File: src/rtl/dmem_ctrl_pkg.sv
// dmem_ctrl shared types
// sizes, states, request bundle
package dmem_pkg;

  localparam int DMEM_DEPTH = 256;

  localparam logic [1:0] SZ_BYTE = 2'b00;
  localparam logic [1:0] SZ_HALF = 2'b01;
  localparam logic [1:0] SZ_WORD = 2'b10;
  localparam logic [1:0] SZ_ILL  = 2'b11;

  typedef enum logic [1:0] {
    IDLE,
    ACCESS,
    RESP
  } state_e;

  typedef struct packed {
    logic        rw;
    logic [1:0]  size;
    logic        sext;
    logic [31:0] addr;
    logic [31:0] wdata;
  } req_t;

  function automatic logic [2:0] size_bytes(
    input logic [1:0] sz
  );
    case (sz)
      SZ_BYTE: size_bytes = 3'd1;
      SZ_HALF: size_bytes = 3'd2;
      default: size_bytes = 3'd4;
    endcase
  endfunction

endpackage

File: src/rtl/dmem_ctrl_if.sv
// dmem_ctrl bus bundle
// two requester ports plus memory port
interface dmem_if;

  logic        req0, req1;
  logic        rw0, rw1;
  logic [1:0]  size0, size1;
  logic        sext0, sext1;
  logic [31:0] addr0, addr1;
  logic [31:0] wdata0, wdata1;
  logic        ack0, ack1;
  logic        err0, err1;
  logic [31:0] rdata0, rdata1;
  logic        busy;
  logic [31:0] mem_a;
  logic [31:0] mem_di;
  logic [1:0]  mem_size;
  logic        mem_rw;
  logic        mem_e;
  logic [31:0] mem_do;

  modport master (
    output req0, req1, rw0, rw1,
    output size0, size1, sext0, sext1,
    output addr0, addr1, wdata0, wdata1,
    input  ack0, ack1, err0, err1,
    input  rdata0, rdata1, busy,
    input  mem_a, mem_di, mem_size,
    input  mem_rw, mem_e,
    output mem_do
  );

  modport slave (
    input  req0, req1, rw0, rw1,
    input  size0, size1, sext0, sext1,
    input  addr0, addr1, wdata0, wdata1,
    output ack0, ack1, err0, err1,
    output rdata0, rdata1, busy,
    output mem_a, mem_di, mem_size,
    output mem_rw, mem_e,
    input  mem_do
  );

endinterface

File: src/rtl/dmem_ctrl_rr_arb2.sv
// two-way round-robin arbiter
// pointer moves only on the upd strobe
module rr_arb2 (
  input  logic       clk,
  input  logic       reset,
  input  logic [1:0] req,
  input  logic       upd,
  output logic       win
);

  logic last;

  // on a tie the port not granted last wins
  always_comb begin
    win = req[1];
    if (req == 2'b11) win = ~last;
  end

  // remember the most recent grant
  always_ff @(posedge clk) begin
    if (reset) last <= 1'b1;
    else if (upd) last <= win;
  end

endmodule

File: src/rtl/dmem_ctrl.sv
// data memory sequencer and arbiter
// IDLE -> ACCESS -> RESP per transaction
module dmem_ctrl
  import dmem_pkg::*;
#(
  parameter int DEPTH = DMEM_DEPTH
) (
  input logic   clk,
  input logic   reset,
  dmem_if.slave bus
);

  state_e      state;
  req_t        cur;
  req_t        in0, in1;
  logic        id;
  logic        win, upd;
  logic        fault, acc, wr_ok;
  logic [32:0] lim;
  logic [31:0] rfmt, rd_val;
  logic        ack0_q, ack1_q;
  logic        err0_q, err1_q;
  logic [31:0] rdata0_q, rdata1_q;

  assign in0 = '{rw: bus.rw0,
                 size: bus.size0,
                 sext: bus.sext0,
                 addr: bus.addr0,
                 wdata: bus.wdata0};
  assign in1 = '{rw: bus.rw1,
                 size: bus.size1,
                 sext: bus.sext1,
                 addr: bus.addr1,
                 wdata: bus.wdata1};

  assign upd = (state == IDLE)
             && (bus.req0 || bus.req1);

  rr_arb2 u_arb (
    .clk   (clk),
    .reset (reset),
    .req   ({bus.req1, bus.req0}),
    .upd   (upd),
    .win   (win)
  );

  // 33-bit end address so top-of-space
  // requests cannot wrap back in range
  assign lim = {1'b0, cur.addr}
             + 33'(size_bytes(cur.size));

  assign fault =
      (cur.size == SZ_ILL)
   || (cur.size == SZ_HALF && cur.addr[0])
   || (cur.size == SZ_WORD
       && cur.addr[1:0] != 2'b00)
   || (lim > 33'(DEPTH));

  assign acc   = (state == ACCESS);
  assign wr_ok = acc && cur.rw && !fault;

  assign bus.mem_a    = acc ? cur.addr : '0;
  assign bus.mem_di   = acc ? cur.wdata : '0;
  assign bus.mem_size = acc ? cur.size : '0;
  assign bus.mem_rw   = wr_ok;
  assign bus.mem_e    = wr_ok && !reset;

  // sign-extend narrow loads on request
  always_comb begin
    rfmt = bus.mem_do;
    unique case (1'b1)
      cur.sext && cur.size == SZ_BYTE:
        rfmt = {{24{bus.mem_do[7]}},
                bus.mem_do[7:0]};
      cur.sext && cur.size == SZ_HALF:
        rfmt = {{16{bus.mem_do[15]}},
                bus.mem_do[15:0]};
      default: ;
    endcase
  end

  assign rd_val = (!cur.rw && !fault)
                ? rfmt : '0;

  // sequencer with registered responses
  always_ff @(posedge clk) begin
    if (reset) begin
      state    <= IDLE;
      cur      <= '0;
      id       <= 1'b0;
      ack0_q   <= 1'b0;
      ack1_q   <= 1'b0;
      err0_q   <= 1'b0;
      err1_q   <= 1'b0;
      rdata0_q <= '0;
      rdata1_q <= '0;
    end else begin
      unique case (state)
        IDLE: begin
          if (upd) begin
            id    <= win;
            cur   <= win ? in1 : in0;
            state <= ACCESS;
          end
        end
        ACCESS: begin
          ack0_q   <= !id;
          ack1_q   <= id;
          err0_q   <= !id && fault;
          err1_q   <= id && fault;
          rdata0_q <= id ? '0 : rd_val;
          rdata1_q <= id ? rd_val : '0;
          state    <= RESP;
        end
        RESP: begin
          ack0_q   <= 1'b0;
          ack1_q   <= 1'b0;
          err0_q   <= 1'b0;
          err1_q   <= 1'b0;
          rdata0_q <= '0;
          rdata1_q <= '0;
          state    <= IDLE;
        end
        default: state <= IDLE;
      endcase
    end
  end

  assign bus.ack0   = ack0_q;
  assign bus.ack1   = ack1_q;
  assign bus.err0   = err0_q;
  assign bus.err1   = err1_q;
  assign bus.rdata0 = rdata0_q;
  assign bus.rdata1 = rdata1_q;
  assign bus.busy   = (state != IDLE);

endmodule
File: src/flat_wrapper.sv
// flat-port wrapper written by rule: the top's interface ports become plain ports
module dmem_ctrl_flat import dmem_pkg::*;
#(
  parameter int DEPTH = DMEM_DEPTH
)
  (clk, reset, bus_req0, bus_req1, bus_rw0, bus_rw1, bus_size0, bus_size1, bus_sext0, bus_sext1, bus_addr0, bus_addr1, bus_wdata0, bus_wdata1, bus_ack0, bus_ack1, bus_err0, bus_err1, bus_rdata0, bus_rdata1, bus_busy, bus_mem_a, bus_mem_di, bus_mem_size, bus_mem_rw, bus_mem_e, bus_mem_do);
  dmem_if bus_i ();
  input logic clk;
  input logic reset;
  input wire logic [$bits(bus_i.req0)-1:0] bus_req0;
  input wire logic [$bits(bus_i.req1)-1:0] bus_req1;
  input wire logic [$bits(bus_i.rw0)-1:0] bus_rw0;
  input wire logic [$bits(bus_i.rw1)-1:0] bus_rw1;
  input wire logic [$bits(bus_i.size0)-1:0] bus_size0;
  input wire logic [$bits(bus_i.size1)-1:0] bus_size1;
  input wire logic [$bits(bus_i.sext0)-1:0] bus_sext0;
  input wire logic [$bits(bus_i.sext1)-1:0] bus_sext1;
  input wire logic [$bits(bus_i.addr0)-1:0] bus_addr0;
  input wire logic [$bits(bus_i.addr1)-1:0] bus_addr1;
  input wire logic [$bits(bus_i.wdata0)-1:0] bus_wdata0;
  input wire logic [$bits(bus_i.wdata1)-1:0] bus_wdata1;
  output wire logic [$bits(bus_i.ack0)-1:0] bus_ack0;
  output wire logic [$bits(bus_i.ack1)-1:0] bus_ack1;
  output wire logic [$bits(bus_i.err0)-1:0] bus_err0;
  output wire logic [$bits(bus_i.err1)-1:0] bus_err1;
  output wire logic [$bits(bus_i.rdata0)-1:0] bus_rdata0;
  output wire logic [$bits(bus_i.rdata1)-1:0] bus_rdata1;
  output wire logic [$bits(bus_i.busy)-1:0] bus_busy;
  output wire logic [$bits(bus_i.mem_a)-1:0] bus_mem_a;
  output wire logic [$bits(bus_i.mem_di)-1:0] bus_mem_di;
  output wire logic [$bits(bus_i.mem_size)-1:0] bus_mem_size;
  output wire logic [$bits(bus_i.mem_rw)-1:0] bus_mem_rw;
  output wire logic [$bits(bus_i.mem_e)-1:0] bus_mem_e;
  input wire logic [$bits(bus_i.mem_do)-1:0] bus_mem_do;
  assign bus_i.req0 = bus_req0;
  assign bus_i.req1 = bus_req1;
  assign bus_i.rw0 = bus_rw0;
  assign bus_i.rw1 = bus_rw1;
  assign bus_i.size0 = bus_size0;
  assign bus_i.size1 = bus_size1;
  assign bus_i.sext0 = bus_sext0;
  assign bus_i.sext1 = bus_sext1;
  assign bus_i.addr0 = bus_addr0;
  assign bus_i.addr1 = bus_addr1;
  assign bus_i.wdata0 = bus_wdata0;
  assign bus_i.wdata1 = bus_wdata1;
  assign bus_ack0 = bus_i.ack0;
  assign bus_ack1 = bus_i.ack1;
  assign bus_err0 = bus_i.err0;
  assign bus_err1 = bus_i.err1;
  assign bus_rdata0 = bus_i.rdata0;
  assign bus_rdata1 = bus_i.rdata1;
  assign bus_busy = bus_i.busy;
  assign bus_mem_a = bus_i.mem_a;
  assign bus_mem_di = bus_i.mem_di;
  assign bus_mem_size = bus_i.mem_size;
  assign bus_mem_rw = bus_i.mem_rw;
  assign bus_mem_e = bus_i.mem_e;
  assign bus_i.mem_do = bus_mem_do;
  dmem_ctrl #(.DEPTH(DEPTH)) u_core (.clk(clk), .reset(reset), .bus(bus_i));
endmodule
File: config.mk
export PLATFORM = sky130hd
export DESIGN_NAME = dmem_ctrl_flat
export DESIGN_NICKNAME = d
export VERILOG_FILES = /design/src/rtl/dmem_ctrl_pkg.sv /design/src/rtl/dmem_ctrl_if.sv /design/src/rtl/dmem_ctrl_rr_arb2.sv /design/src/rtl/dmem_ctrl.sv /design/src/flat_wrapper.sv
export SDC_FILE = /design/constraint.sdc
export NUM_CORES = 1
export LEC_CHECK = 0
export BUFFER_PORTS_ARGS = -buffer_cell sky130_fd_sc_hd__clkbuf_2
export CAP_MARGIN = 10
export CELL_PAD_IN_SITES_DETAIL_PLACEMENT = 0
export CELL_PAD_IN_SITES_GLOBAL_PLACEMENT = 2
export CORE_MARGIN = 5
export CORE_UTILIZATION = 26
export CTS_CLUSTER_SIZE = 24
export DETAILED_ROUTE_END_ITERATION = 6
export PLACE_DENSITY_LB_ADDON = 0.1
export SYNTH_ARGS = -nofsm -noshare
export SYNTH_HDL_FRONTEND = slang
export SYNTH_SLANG_ARGS = --single-unit
File: constraint.sdc
create_clock -name clk -period 4.2 [get_ports clk]
set_input_delay 0.21 -clock clk [delete_from_list [all_inputs] [get_ports clk]]
set_output_delay 0.21 -clock clk [all_outputs]
set_load 0.005 [all_outputs]
==> impl_results.md, run 1 <==
* Status: completed
* CP required at 3990 ps
* Post-Place Worst Slack at between 500 and 600 ps
* Cell Rows at 61
* Io pins at 309
* Yosys warnings at 0
* Total CTS buffers at 17
* CP Cell Sequence: nor2_1, ha_1, fa_2, a21oi_1, buf_4, or4_4, o31ai_1, nand4_1, a311oi_4, or4b_4, nor3_4, clkbuf_2
* Initial DRC count at 277
* Die width at about 180 µm
* Layout cells sized above 1 at 34.1%
* Mapped Cells at 876
* Placer Congestion at about 0.79
* Tot GR Track Use at 15.4%
* Number of synthesized flops with an enable pin at 0
* PD cells at 405 nW/µm²
* Worst Clk Skew at 10.8 ps
* DRT Pass-1 Iters at 7
* Arrival time worst endpoint at 3710 ps
* Die height at 176 µm
* DP HPWL at 18.8 mm
* DRC viols at 0
* Area leader, netlist: dfxtp_1
* Clock Latency Late Sink at between 400 and 500 ps
* Via count at about 7100
* Setup WS post-layout at 280 ps
* Slowest CP cell: or4b_4
* Pin count of the biggest net entering global routing at 55
* # diodes at 0
* Initial Util at 26.1%
* Grt ovf at 0
* CP Class: flop to primary output
* Global-route wire length before repair at 38.7 mm
* Clk root buf: clkbuf_16
* Sequential area share after synthesis at 38.9%
* Count of clock tree sinks at 140
* Hold crit path type: primary input to flop
* Crit-path max cell delay at roughly 580 ps
* Vias in the first global route at slightly below 7000
* Clock-pin slew on the worst setup and hold paths at 70 ps
* Total power at 3.97 mW
* Core area at approximately 28000 µm²
* ANT nets after route at 0
* Total Negative Setup Slacks at 0 ps
* Avg Cell Area, Syn at ~8.2 µm²
* Longest Clk Path Bufs at 2
* Nature of the critical path endpoint: primary output
* Cell with the most instances after synthesis: dfxtp_1
* Initial antenna violation count at 0
* Wire per inst at 16.3 µm
* Most frequent cells after synthesis: dfxtp_1, nand2_1, nor2_1
* Synth Register Bits at 140
* Placed cell count at 1510
* Slew Viols, Final at 0
* Final #Nets at 1334
* CP Launch Type: flop
* Worst-Margin Slew at around 1200 ps
* CTS H-tree depth at 4
* Cts hold-fix bufs at 0
* Yosys cell types at 54
* TritonCTS clock tree: built
* Fin Hold WS at 38.9 ps
* Final WL at between 20 and 30 mm
* Leakage at 4.24 nW
* Synth Net Count at 1056
* RSZ-0062 raised after global routing: no
* Port bufs at 308
* Vias per cell at about 4.6
* Relative slew slack at 19.6%
* Synth area leaders: dfxtp_1, mux2i_1, a211oi_1
* Synth async-reset ratio at 0%
* Finished Layout Cells at 1545
* Top FF cell, synth: dfxtp_1
* Final period util at 93.3%
* Crit path max fanout at 8
* Cell Area, Synth at 7200 µm²
* Fmax achieved at 0.255 GHz
* Max_cap viols at 0
* Top-area cell type share of the netlist area at 38.9%
* Die Area at 31100 µm²
* Layout area overhead at 36.2%
* Maximum vdd ir drop at 245 µV
* Fin crit period at 3920 ps
* Setup Viol. Count Final at 0
* Final hold vios at 0
sequential cells by signal (all words and copies together) (netlist names), 2 cells and up:
signal,flops
u_core.bus.rdata1,32
u_core.cur,68
u_core.state,2
u_core.bus.rdata0,32
where the power goes:
group	internal, mW	switching, mW	total, mW
combinational	0.323	0.435	0.758
sequential	1.42	0.108	1.53
clock	1.03	0.647	1.68
total	2.77	1.19	3.97
final cells by class:
class / instances / area [µm²]
Clock inverter: 13 / 203
Timing Repair Buffer: 327 / 1700
Clock buffer: 19 / 443
Sequential cell: 140 / 2800
Multi-Input combinational cell: 659 / 4140
Fill cell: 2950 / 17800
Tap cell: 378 / 473
Inverter: 9 / 33.8
cells in the final DEF, fill, tap and decap left out, types with 18 or more instances in the layout:
master	netlist	layout
nor2_1	91	89
buf_4	0	19
mux2i_1	73	73
clkbuf_2	0	307
nand3_1	27	27
a211oi_1	71	71
nand2_1	127	127
dfxtp_1	140	140
o21ai_2	18	18
o21ai_0	57	57
and2_1	67	67
cell families (layout without fill, tap and decap cells):
family                   count (synthesis)  after routing  synth area share, %
adder cells (fa/ha/maj)                  8              8                 1.50
AND/OR/NAND/NOR                        360            361                 23.9
XOR/XNOR                                 8              8                0.974
flip-flops                             140            140                 38.9
multiplexers                            73             73                 10.2
AO/OA/AOI/OAI                          209            209                 20.1
buffers and inverters                   78            368                 4.42
stage by stage:
step / utilization [%] / area, µm²
CTS: 35.4 / 9750
global placement: 33.0 / 9100
finish: 35.6 / 9800
floorplan: - / 7200
global route: 35.6 / 9800
detailed placement: 33.0 / 9100
worst max-delay path: cells and delay by family, from the launching register on:
| family | cells | cell delay, ps |
|---|---|---|
| flip-flops | 1 | 340 |
| buffers and inverters | 2 | 290 |
| adder cells (fa/ha/maj) | 2 | 430 |
| AND/OR/NAND/NOR | 5 | 1580 |
| AO/OA/AOI/OAI | 3 | 630 |
path summary, 6_finish.rpt:
| path | start | slack, ps | cells after the start | endpoint |
|---|---|---|---|---|
| worst max-delay path | u_core.cur[66] | 280 | 12 | bus_mem_e |
| worst min-delay path | bus_mem_do[2] | 40 | 3 | u_core.bus.rdata1[2] |
| worst max register to register | u_core.cur[66] | 490 | 12 | u_core.bus.rdata0[12] |
| worst min register to register | u_core.bus.rdata0[4] | 450 | 2 | u_core.bus.rdata0[4] |
what timing repair did:
item / 4_1_cts / 5_1_grt
resized for setup: 0 / 4
buffers inserted: 0 / 2
setup endpoints to repair: 0 / 2
per-layer routing:
layer | track usage (%) | vias to the layer above | wire, µm
li1 | - | 3663 | -
met3 | 4.24 | 22 | 1600
met4 | 4.19 | 0 | 362
met1 | 20.2 | 3182 | 11500
met2 | 25.1 | 210 | 11700
met5 | 0 | - | 0
No activity file was read; power rests on OpenSTA's default activity.
==> run 2: changes to the inputs <==
--- a/config.mk
+++ b/config.mk
@@ -14,6 +14,8 @@
 export CTS_CLUSTER_SIZE = 24
 export DETAILED_ROUTE_END_ITERATION = 6
 export PLACE_DENSITY_LB_ADDON = 0.1
+export SETUP_SLACK_MARGIN = 0.4
+export SKIP_LAST_GASP = 1
 export SYNTH_ARGS = -nofsm -noshare
 export SYNTH_HDL_FRONTEND = slang
 export SYNTH_SLANG_ARGS = --single-unit
==> impl_results.md, run 2 (synthesis gave the netlist of run 1 again) <==
* Status: completed
* Cts hold-fix bufs at 0 (unchanged)
* Post-Place Worst Slack at 566 ps (unchanged)
* PD cells at 403 nW/µm² (-0.33%)
* CP Class: flop to primary output
* Pin count of the biggest net entering global routing at 55 (unchanged)
* Setup Viol. Count Final at 0 (unchanged)
* Clk root buf: clkbuf_16
* Fin crit period at 3690 ps (-226 ps)
* Nature of the critical path endpoint: primary output
* Filler cells at 2946 (-0.14%)
* CTS H-tree depth at 4 (unchanged)
* Placed cell area at 9100 µm² (unchanged)
* Fmax achieved at 0.271 GHz (+6.1%)
* Leakage at 4.27 nW (+0.79%)
* Max FFs per register at 68 (unchanged)
* Slew Viols, Final at 0 (unchanged)
* ANT nets after route at 0 (unchanged)
* Die Area at 31100 µm² (unchanged)
* Maximum vdd ir drop at 246 µV (+0.37%)
* Die height at 176 µm (unchanged)
* Hold crit path type: primary input to flop
* Placer Congestion at 0.790 (unchanged)
* Die width at 176 µm (unchanged)
* Io pins at 309 (unchanged)
* Wire per inst at 16.3 µm (+0.24%)
* Count of clock tree sinks at 140 (unchanged)
* RSZ-0062 raised after global routing: yes
* Port bufs at 308 (unchanged)
* Longest Clk Path Bufs at 2 (unchanged)
* Clock Latency Late Sink at 420 ps (about the same)
* Reg2Reg Setup Slack at 580 ps (+90 ps)
* Initial antenna violation count at 0 (unchanged)
* Placed cell count at 1510 (unchanged)
* # diodes at 0 (unchanged)
* Setup WS post-layout at 506 ps (+226 ps)
* Initial DRC count at 276 (-0.36%)
* Commonest non-fill, non-tap cell in the layout: clkbuf_2
* Final #Nets at 1339 (+0.37%)
* Most frequent cells in the layout: clkbuf_2, dfxtp_1, nand2_1, nor2_1, mux2i_1
* DP HPWL at 18.8 mm (unchanged)
* Final hold vios at 0 (unchanged)
* Global-route wire length before repair at 39.4 mm (+1.7%)
* Final WL at 25.3 mm (+0.56%)
* Max_cap viols at 0 (unchanged)
* Vias per cell at 4.59 (+0.11%)
* Total Negative Setup Slacks at 0 ps (unchanged)
* Tot GR Track Use at 15.7% (+0.34 points)
* Relative slew slack at 19.6% (+0.028 points)
* Layout cells sized above 1 at 35.4% (+1.3 points)
* CP required at 3990 ps (about the same)
* Crit path max fanout at 5 (-3)
* Biggest register: u_core.cur
* Worst-Margin Slew at 1200 ps (-0.413 ps)
* Finished Layout Cells at 1550 (+0.32%)
* Core area at 27600 µm² (unchanged)
* Vias in the first global route at 6992 (+1.1%)
* DRC viols at 0 (unchanged)
* Grt ovf at 0 (unchanged)
* CP Launch Type: flop
* Worst Clk Skew at 11.9 ps (+1.08 ps)
* Arrival time worst endpoint at 3480 ps (-230 ps)
* TritonCTS clock tree: built
* Via count at 7108 (+0.44%)
* Initial Util at 26.1% (unchanged)
* Layout area overhead at 37.5%
* Clock-pin slew on the worst setup and hold paths at 70 ps (about the same)
* DRT Pass-1 Iters at 4 (-3)
* Post-route cell area at 9890 µm² (+1.0%)
* Cell Rows at 61 (unchanged)
* Total CTS buffers at 17 (unchanged)
* Final period util at 88.0% (-5.4 points)
[run 2: worst paths after layout]
kind,end,depth (start not counted),from
max reg2reg,u_core.bus.rdata0[17],13,u_core.cur[66]
min,u_core.bus.rdata1[2],3,bus_mem_do[2]
max,bus_mem_e,12,u_core.cur[66]
min reg2reg,u_core.bus.rdata0[4],2,u_core.bus.rdata0[4]
[run 2: layout make-up]
class / count / area (µm²) / area share [%]
clock buffer: 19 / 443 / 4.48
clock inverter: 13 / 203 / 2.05
inverter: 9 / 33.8 / 0.341
multi-input combinational: 659 / 4200 / 42.4
sequential: 140 / 2810 / 28.4
tap: 378 / 473 / 4.78
timing repair buffer: 332 / 1740 / 17.6
[run 2: where the power goes]
group	total (mW)	internal (mW)	switching, mW
clock network	1.68	1.03	0.648
logic	0.780	0.338	0.442
registers	1.53	1.42	0.112
[run 2: worst max-delay path, stage by stage (launching register included)]
cell and delay [ps]:
dfxtp_4 370, nor2_4 100, ha_4 140, fa_2 210, a21oi_2 60, buf_4 160, or4_4 550, o31ai_2 250
nand4_1 170, a311oi_4 240, or4b_4 560, nor3_4 120, buf_2 130
[run 2: metal layers]
layer | global-route usage [%] | vias up | routed length [µm]
met2 | 25.7 | 198 | 11900
met4 | 4.32 | 0 | 338
met5 | 0 | - | 0
met1 | 20.6 | 3222 | 11500
li1 | - | 3668 | -
met3 | 4.26 | 20 | 1600
[run 2: what timing repair did]
action / in CTS / in global routing
endpoints found under the hold margin: 0 / 0
gates cloned: 1 / 0
setup endpoints to repair: 2 / 3
pin swaps: 6 / 9
resized for setup: 9 / 13
setup buffers: 3 / 4
[run 2: per-stage QoR]
step                      power (mW)  hold slack (ps)  util, %
after floorplan                 2.01              361        -
after global placement          2.32              435     33.0
after detailed placement        2.32              443     33.0
after CTS                       4.05             17.2     35.7
after global routing            4.22             39.3     35.9
final                           3.99             35.6     35.9
==> run 3: changes to the inputs <==
--- a/config.mk
+++ b/config.mk
@@ -13,6 +13,7 @@
 export CORE_UTILIZATION = 26
 export CTS_CLUSTER_SIZE = 24
 export DETAILED_ROUTE_END_ITERATION = 6
+export MAX_ROUTING_LAYER = met4
 export PLACE_DENSITY_LB_ADDON = 0.1
 export SETUP_SLACK_MARGIN = 0.4
 export SKIP_LAST_GASP = 1
==> impl_results.md, run 3 (synthesis gave the netlist of run 1 again) <==
* Total CTS buffers at 17 (unchanged)
* Slew Viols, Final at 0 (unchanged)
* Longest Clk Path Bufs at 2 (unchanged)
* Biggest register: u_core.cur
* Setup WS post-layout at 512 ps (+6.48 ps)
* DRT Pass-1 Iters at 4 (unchanged)
* Vias in the first global route at 6990 (-0.029%)
* Vias per cell at 4.58 (-0.14%)
* Pin count of the biggest net entering global routing at 55 (unchanged)
* Final WL at 25.3 mm (about the same)
* Reg-to-Reg Start: u_core.cur[66]
* Commonest non-fill, non-tap cell in the layout: clkbuf_2
* CP Class: flop to primary output
* Wire per inst at 16.3 µm (about the same)
* Hold Path Origin: bus_mem_do[2]
* Internal Power at 2.79 mW (about the same)
* Initial DRC count at 278 (+0.72%)
* CP Launch Type: flop
* Clock power share at 42.0% (about the same)
* Grt ovf at 0 (unchanged)
* Fin crit period at 3690 ps (-6.48 ps)
* DP HPWL at 18.8 mm (unchanged)
* Clk root buf: clkbuf_16
* Start point of the critical path: u_core.cur[66]
* Cts hold-fix bufs at 0 (unchanged)
* Clock Latency Late Sink at 420 ps (about the same)
* Clock-pin slew on the worst setup and hold paths at 70 ps (about the same)
* Max_cap viols at 0 (unchanged)
* Placer Congestion at 0.801 (+1.4%)
* # diodes at 0 (unchanged)
* ANT nets after route at 0 (unchanged)
* Sw Share at 30.1% (+0.041 points)
* Die width at 176 µm (unchanged)
* Layout cells sized above 1 at 35.4% (unchanged)
* Crit path max fanout at 5 (unchanged)
* Via count at 7098 (-0.14%)
* Sequential Area at 2810 µm² (unchanged)
* Reg2Reg Setup Slack at 580 ps (about the same)
* Die height at 176 µm (unchanged)
* Leakage at 4.27 nW (unchanged)
* Relative slew slack at 17.8% (-1.8 points)
* Status: completed
* Fin Hold WS at 37.2 ps (+1.66 ps)
* Reg power frac at 38.4% (about the same)
* Worst Clk Skew at 12.2 ps (+0.251 ps)
* RSZ-0062 raised after global routing: yes
* Max FFs per register at 68 (unchanged)
* Finished Layout Cells at 1550 (unchanged)
* Comb power frac at 19.5% (about the same)
* Tot GR Track Use at 16.2% (+0.46 points)
* PD cells at 404 nW/µm² (about the same)
* TritonCTS clock tree: built
* Hold crit path type: primary input to flop
* Core area at 27600 µm² (unchanged)
* DRC viols at 0 (unchanged)
* Arrival time worst endpoint at 3480 ps (about the same)
* Post-Place Worst Slack at 566 ps (unchanged)
* CP required at 3990 ps (about the same)
* Initial Util at 26.1% (unchanged)
* Fmax achieved at 0.271 GHz (+0.18%)
* Multi-input gate area at 4200 µm² (unchanged)
* Die Area at 31100 µm² (unchanged)
* Io pins at 309 (unchanged)
* Final period util at 87.8% (-0.15 points)
* Nature of the critical path endpoint: primary output
* Cell Rows at 61 (unchanged)
* Most frequent cells in the layout: clkbuf_2, dfxtp_1, nand2_1, nor2_1, mux2i_1
* Global-route wire length before repair at 39.3 mm (-0.11%)
* Placed cell count at 1510 (unchanged)
* Filler cells at 2946 (unchanged)
* Net Sw Power at 1.20 mW (+0.20%)
* Total Negative Setup Slacks at 0 ps (unchanged)
* Worst-Margin Slew at 1230 ps (+26.5 ps)
* Port bufs at 308 (unchanged)
* Initial antenna violation count at 0 (unchanged)
* Maximum vdd ir drop at 245 µV (-0.50%)
* Layout area overhead at 37.5% (unchanged)
* Count of clock tree sinks at 140 (unchanged)
* CTS H-tree depth at 4 (unchanged)
* Setup Viol. Count Final at 0 (unchanged)
* Final #Nets at 1339 (unchanged)
* Final hold vios at 0 (unchanged)
run 3: worst max-delay path, stage by stage, from the launching register on:
cell	delay, ps
dfxtp_4	370
nor2_4	100
ha_4	140
fa_2	210
a21oi_2	60
buf_4	150
or4_4	550
o31ai_2	250
nand4_1	180
a311oi_4	240
or4b_4	570
nor3_4	120
buf_2	130
run 3: power by group through the flow:
stage / sequential [mW] / combinational, mW / clock [mW]
after floorplan: 1.51 / 0.496 / 0
after global placement: 1.56 / 0.762 / 0
after detailed placement: 1.56 / 0.759 / 0
after CTS: 1.53 / 0.787 / 1.73
after global routing: 1.55 / 0.876 / 1.79
final: 1.54 / 0.780 / 1.68
run 3: area by class of cell:
cell class	instances	area share, %
multi-input combinational	659	42.4
sequential	140	28.4
clock inverter	13	2.05
tap	378	4.78
timing repair buffer	332	17.6
clock buffer	19	4.48
inverter	9	0.341
run 3: what timing repair did:
action | in CTS | in global routing
setup buffers | 3 | 4
resized for setup | 9 | 13
gates cloned | 1 | 0
pin swaps | 6 | 9
setup endpoints to repair | 2 | 3
run 3: layer usage:
layer	routed length (µm)	track usage, %
met4	390	4.22
met5	0	-
met2	11800	25.7
met1	11700	21.0
met3	1470	3.79
run 3: through the flow:
stage | utilization (%) | total power, mW | area (µm²)
2_1_floorplan | - | 2.01 | 7200
3_3_place_gp | 33.0 | 2.32 | 9100
3_5_place_dp | 33.0 | 2.32 | 9100
4_1_cts | 35.7 | 4.05 | 9820
5_1_grt | 35.9 | 4.22 | 9890
6_report | 35.9 | 3.99 | 9890
run 3: path summary, 6_finish.rpt:
check,depth (start not counted),endpoint
worst min-delay path,3,u_core.bus.rdata1[2]
worst min register to register,2,u_core.bus.rdata0[4]
worst max-delay path,12,bus_mem_e
worst max register to register,13,u_core.bus.rdata0[17]
